--- src/rtl/countdown_timer_pkg.sv ---
// Shared constants for the countdown timer: state encoding, 7-segment codes
// (active-low, gfedcba) and the default start value.
package countdown_timer_pkg;

  localparam logic [4:0] DefaultMaxSec = 5'd24;

  localparam logic [1:0] StIdle  = 2'd0;
  localparam logic [1:0] StRun   = 2'd1;
  localparam logic [1:0] StPause = 2'd2;
  localparam logic [1:0] StDone  = 2'd3;

  localparam logic [6:0] SegBlank = 7'h7F;

  // Entry 0 is the rightmost element.
  localparam logic [9:0][6:0] SegTable = {
    7'h10, 7'h00, 7'h78, 7'h02, 7'h12, 7'h19, 7'h30, 7'h24, 7'h79, 7'h40
  };

  function automatic logic [6:0] digit_to_seg(input logic [3:0] digit);
    if (digit > 4'd9) begin
      return SegBlank;
    end
    return SegTable[digit];
  endfunction

endpackage

--- src/rtl/seg7_decoder.sv ---
// Combinational BCD digit to active-low 7-segment code; non-decimal digits blank.
module seg7_decoder
  import countdown_timer_pkg::*;
(
  input  logic [3:0] digit_i,
  output logic [6:0] seg_o
);

  assign seg_o = digit_to_seg(digit_i);

endmodule

--- src/rtl/countdown_timer.sv ---
// Seconds countdown timer with run/pause/load control, a 1 Hz tick edge detector
// and registered two-digit 7-segment display that blinks "00" once expired.
module countdown_timer
  import countdown_timer_pkg::*;
#(
  parameter logic [4:0] MAX_SEC = DefaultMaxSec
) (
  input  logic       cin,
  input  logic       rst,
  input  logic       tick_in,
  input  logic       start,
  input  logic       pause,
  input  logic       load,
  input  logic [4:0] load_val,
  output logic [4:0] remaining,
  output logic [6:0] hex1,
  output logic [6:0] hex0,
  output logic       running,
  output logic       done
);

  logic [1:0] state_q, state_d;
  logic [4:0] rem_q, rem_d;
  logic [4:0] reload_q, reload_d;
  logic       tick_smp_q, tick_prev_q;
  logic       running_q, done_q;
  logic [6:0] hex1_q, hex1_d;
  logic [6:0] hex0_q, hex0_d;

  logic       tick;
  logic [4:0] load_clamped;
  logic [3:0] tens_digit, ones_digit;
  logic [6:0] tens_seg, ones_seg;

  // Tick fires in the cycle after tick_in is first sampled high.
  assign tick         = tick_smp_q & ~tick_prev_q;
  assign load_clamped = (load_val > MAX_SEC) ? MAX_SEC : load_val;

  always_comb begin
    state_d  = state_q;
    rem_d    = rem_q;
    reload_d = reload_q;
    if (state_q != StRun && load) begin
      rem_d    = load_clamped;
      reload_d = load_clamped;
      state_d  = StIdle;
    end else begin
      case (state_q)
        StIdle: begin
          if (start && rem_q != 5'd0) state_d = StRun;
        end
        StRun: begin
          if (tick) begin
            if (rem_q <= 5'd1) begin
              rem_d   = 5'd0;
              state_d = StDone;
            end else begin
              rem_d = rem_q - 5'd1;
              if (pause) state_d = StPause;
            end
          end else if (pause) begin
            state_d = StPause;
          end
        end
        StPause: begin
          if (start) state_d = StRun;
        end
        StDone: begin
          if (start && reload_q != 5'd0) begin
            rem_d   = reload_q;
            state_d = StRun;
          end
        end
        default: state_d = StIdle;
      endcase
    end
  end

  assign tens_digit = 4'(rem_q / 5'd10);
  assign ones_digit = 4'(rem_q % 5'd10);

  seg7_decoder u_seg_tens (
    .digit_i (tens_digit),
    .seg_o   (tens_seg)
  );

  seg7_decoder u_seg_ones (
    .digit_i (ones_digit),
    .seg_o   (ones_seg)
  );

  always_comb begin
    hex1_d = tens_seg;
    hex0_d = ones_seg;
    if (state_q == StDone) begin
      hex1_d = tick_in ? digit_to_seg(4'd0) : SegBlank;
      hex0_d = tick_in ? digit_to_seg(4'd0) : SegBlank;
    end
  end

  always_ff @(posedge cin) begin
    if (rst) begin
      state_q     <= StIdle;
      rem_q       <= MAX_SEC;
      reload_q    <= MAX_SEC;
      tick_smp_q  <= 1'b1;
      tick_prev_q <= 1'b1;
      running_q   <= 1'b0;
      done_q      <= 1'b0;
      hex1_q      <= digit_to_seg(4'(MAX_SEC / 5'd10));
      hex0_q      <= digit_to_seg(4'(MAX_SEC % 5'd10));
    end else begin
      state_q     <= state_d;
      rem_q       <= rem_d;
      reload_q    <= reload_d;
      tick_smp_q  <= tick_in;
      tick_prev_q <= tick_smp_q;
      running_q   <= (state_d == StRun);
      done_q      <= (state_d == StDone);
      hex1_q      <= hex1_d;
      hex0_q      <= hex0_d;
    end
  end

  assign remaining = rem_q;
  assign hex1      = hex1_q;
  assign hex0      = hex0_q;
  assign running   = running_q;
  assign done      = done_q;

endmodule

--- config.mk ---
export PLATFORM = sky130hd
export DESIGN_NAME = countdown_timer
export DESIGN_NICKNAME = d
export VERILOG_FILES = /design/src/rtl/countdown_timer_pkg.sv /design/src/rtl/seg7_decoder.sv /design/src/rtl/countdown_timer.sv
export SDC_FILE = /design/constraint.sdc
export NUM_CORES = 1
export LEC_CHECK = 0
export CORE_ASPECT_RATIO = 1.1
export CORE_MARGIN = 3
export CORE_UTILIZATION = 45
export CTS_CLUSTER_SIZE = 20
export DETAILED_ROUTE_END_ITERATION = 8
export PLACE_DENSITY = 0.7
export SYNTH_ARGS = -nofsm -noshare
export SYNTH_HDL_FRONTEND = slang
export SYNTH_SLANG_ARGS = --single-unit
--- constraint.sdc ---
create_clock -name cin -period 3.5 [get_ports cin]
set_input_delay 0.35 -clock cin [delete_from_list [all_inputs] [get_ports cin]]
set_output_delay 0.35 -clock cin [all_outputs]
set_load 0.005 [all_outputs]
==> flow_summary.json <==
{
  "cts_hold_buf": 0,
  "dp_hpwl_um": 3120,
  "post-synth-top-area-cell": "dfxtp_1",
  "core_area_sq_mm": 0.00350,
  "place.gp.congestion": 0.904,
  "synth.top_cell.area_share_pct": 33.8,
  "ys_top_cells_by_count": "dfxtp_1 (29), nor2_1 (18), inv_1 (15)",
  "cp.arrival_ns": 3.23,
  "wl_per_cell_um": 14.8,
  "synth_area_leaders": "dfxtp_1 (34%), ha_1 (8.0%), nor2_1 (3.9%), o21ai_0 (3.5%), inv_1 (3.3%)",
  "finalHoldViolations": 0,
  "setup_viol": 0,
  "yosysSeqAreaShare_pct": 33.8,
  "routed_wl_um": 4130,
  "grtUsageTotal_pct": 18.9,
  "drive_above_1_share_pct": 6.90,
  "setup_tns_ns": 0,
  "yosysMostFrequentCell": "dfxtp_1",
  "initial_utilization_pct": 49.1,
  "skew_ns": 0.0103,
  "num_vias": 1643,
  "tritoncts": "yes",
  "power.density_mw_per_mm2": 516,
  "dr.pass1.iters": 4,
  "hold_class": "reg -> reg",
  "die_area_sq_mm": 0.00459,
  "synth_edf_count": 0,
  "grt_overflow": 0,
  "cts_buffer_depth": 2,
  "peakVddDrop_mv": 0.236,
  "synth.cell_area_sq_mm": 0.00172,
  "grt_setup_unrepaired": "no",
  "cts_setup_buffers": 0,
  "worst_slew_margin_rel_pct": 52.3,
  "grt_max_degree": 19,
  "period_minus_slack_ns": 3.02,
  "criticalPathCategory": "reg -> reg",
  "final_nets": 253,
  "yosys_warnings": 0,
  "numCtsBuffers": 5,
  "drt-vias-per-instance": 5.87,
  "antenna_found_initial": 0,
  "cts_root_buf": "clkbuf_4",
  "ctsResizeCount": 0,
  "antennaDiodeCount": 0,
  "die_w_um": 64.9,
  "clock_latency_ns": 0.33,
  "crit_path_start_kind": "register",
  "synthCells": 202,
  "drt_iter0_drc": 99,
  "slew_violations": 0,
  "fin_crit_sh_pct": 86.4,
  "drv_cap": 0,
  "synthFlopType": "dfxtp_1",
  "p_leak_uw": 0.000842,
  "die_h_um": 70.8,
  "clkTransAtPathRegs_ns": 0.10,
  "ant_nets": 0,
  "cts-htree-levels": 2,
  "synthArstFlopShare_pct": 0,
  "area_delta_synth_final_pct": 22.5,
  "required_ns": 3.70,
  "postSynthAreaPerCell_sq_um": 8.50,
  "route.detailed.drc": 0,
  "endpoint_kind": "register",
  "post-route-util_pct": 60.2,
  "syn_nets": 224,
  "path_max_fanout": 14,
  "grt_pass1_vias": 1526,
  "cts_sinks": 29,
  "max_freq_ghz": 0.331,
  "status": "complete, no violations",
  "portBuffers": 31,
  "ys_ff_latch": 29,
  "worst_pin_slew_ns": 0.716,
  "num_io_pins": 32,
  "grt_pass1_wl_um": 6870,
  "rows": 22,
  "synth_cell_types": 56
}
-- cells by family after synthesis --
| group | synth area share, % |
|---|---|
| AOI/OAI and AO/OA | 30.7 |
| xor gates and xnor gates | 0.510 |
| adders and majority gates | 8.02 |
| buffers and inverters | 5.98 |
| DFF | 33.8 |
| muxes | 1.24 |
| and+or+nand+nor | 19.8 |
-- worst paths after layout --
path	from	to	slack, ns	depth (start not counted)
setup / recovery	remaining[3]	hex0[2]	0.48	11
hold / removal	tick_smp_q	tick_prev_q	0.50	2
setup reg to reg	remaining[3]	hex0[2]	0.48	11
hold reg to reg	tick_smp_q	tick_prev_q	0.50	2
-- final cells by class --
cell class | count | area, sq um
Timing Repair Buffer | 32 | 318
Sequential cell | 29 | 581
Multi-Input combinational cell | 148 | 1030
Fill cell | 330 | 1390
Inverter | 15 | 56.3
Clock buffer | 5 | 37.5
Clock inverter | 3 | 17.5
Tap cell | 48 | 60.1
-- flip-flops by register name, indices dropped and copies added (netlist names), 2 cells and up --
| name | flops |
|---|---|
| hex0 | 7 |
| hex1 | 6 |
| reload_q | 5 |
| remaining | 5 |
| state_q | 2 |
-- placed cells by master, fill, tap and decap left out, types with 3 or more instances in the layout --
cell type,netlist,routed
o21ai_1,3,3
clkdlybuf4s50_1,0,31
nand2_1,14,14
a32oi_1,4,4
a21oi_1,8,8
and2_1,5,5
o211a_1,3,3
nand2b_1,3,3
a211oi_1,5,5
ha_1,11,11
clkbuf_4,0,5
a31oi_1,6,6
o21ai_0,12,12
dfxtp_1,29,29
a22oi_1,3,3
nor2b_1,4,4
inv_1,15,15
nor2_1,18,18
-- routing by layer --
layer	vias up	GRT usage, %	wire length (um)	part of all wire, %
met5	-	0	0	0
met4	0	8.92	115	2.8
met3	13	4.76	270	6.5
met2	69	31.7	2070	50
met1	746	22.3	1680	41
li1	815	-	-	-
-- worst max-delay path, stage by stage (launching register included) --
cell and delay (ns):
dfxtp_1 0.56, inv_1 0.12, ha_1 0.24, o21ai_1 0.23, xnor2_1 0.27, nor2_1 0.08
o21ai_0 0.21, mux2i_1 0.16, ha_1 0.26, nor2_1 0.27, nor3b_1 0.12, a2111oi_0 0.39
-- report_power, final --
group	total, uW	switching [uW]	internal, uW
logic	466	233	234
registers	420	36.3	384
clock network	199	123	75.6
-- per-stage QoR --
step	cells	hold WS [ns]	area (sq um)	power (uW)	worst slack, ns
6_report	280	0.501	2100	1090	0.475
5_1_grt	280	0.537	2100	1160	0.122
4_1_cts	280	0.488	2100	1100	0.502
3_5_place_dp	272	0.459	2050	890	0.540
3_3_place_gp	272	0.467	2050	881	0.700
2_1_floorplan	202	0.437	1720	715	0.908
(Power assumes the default switching activity.)
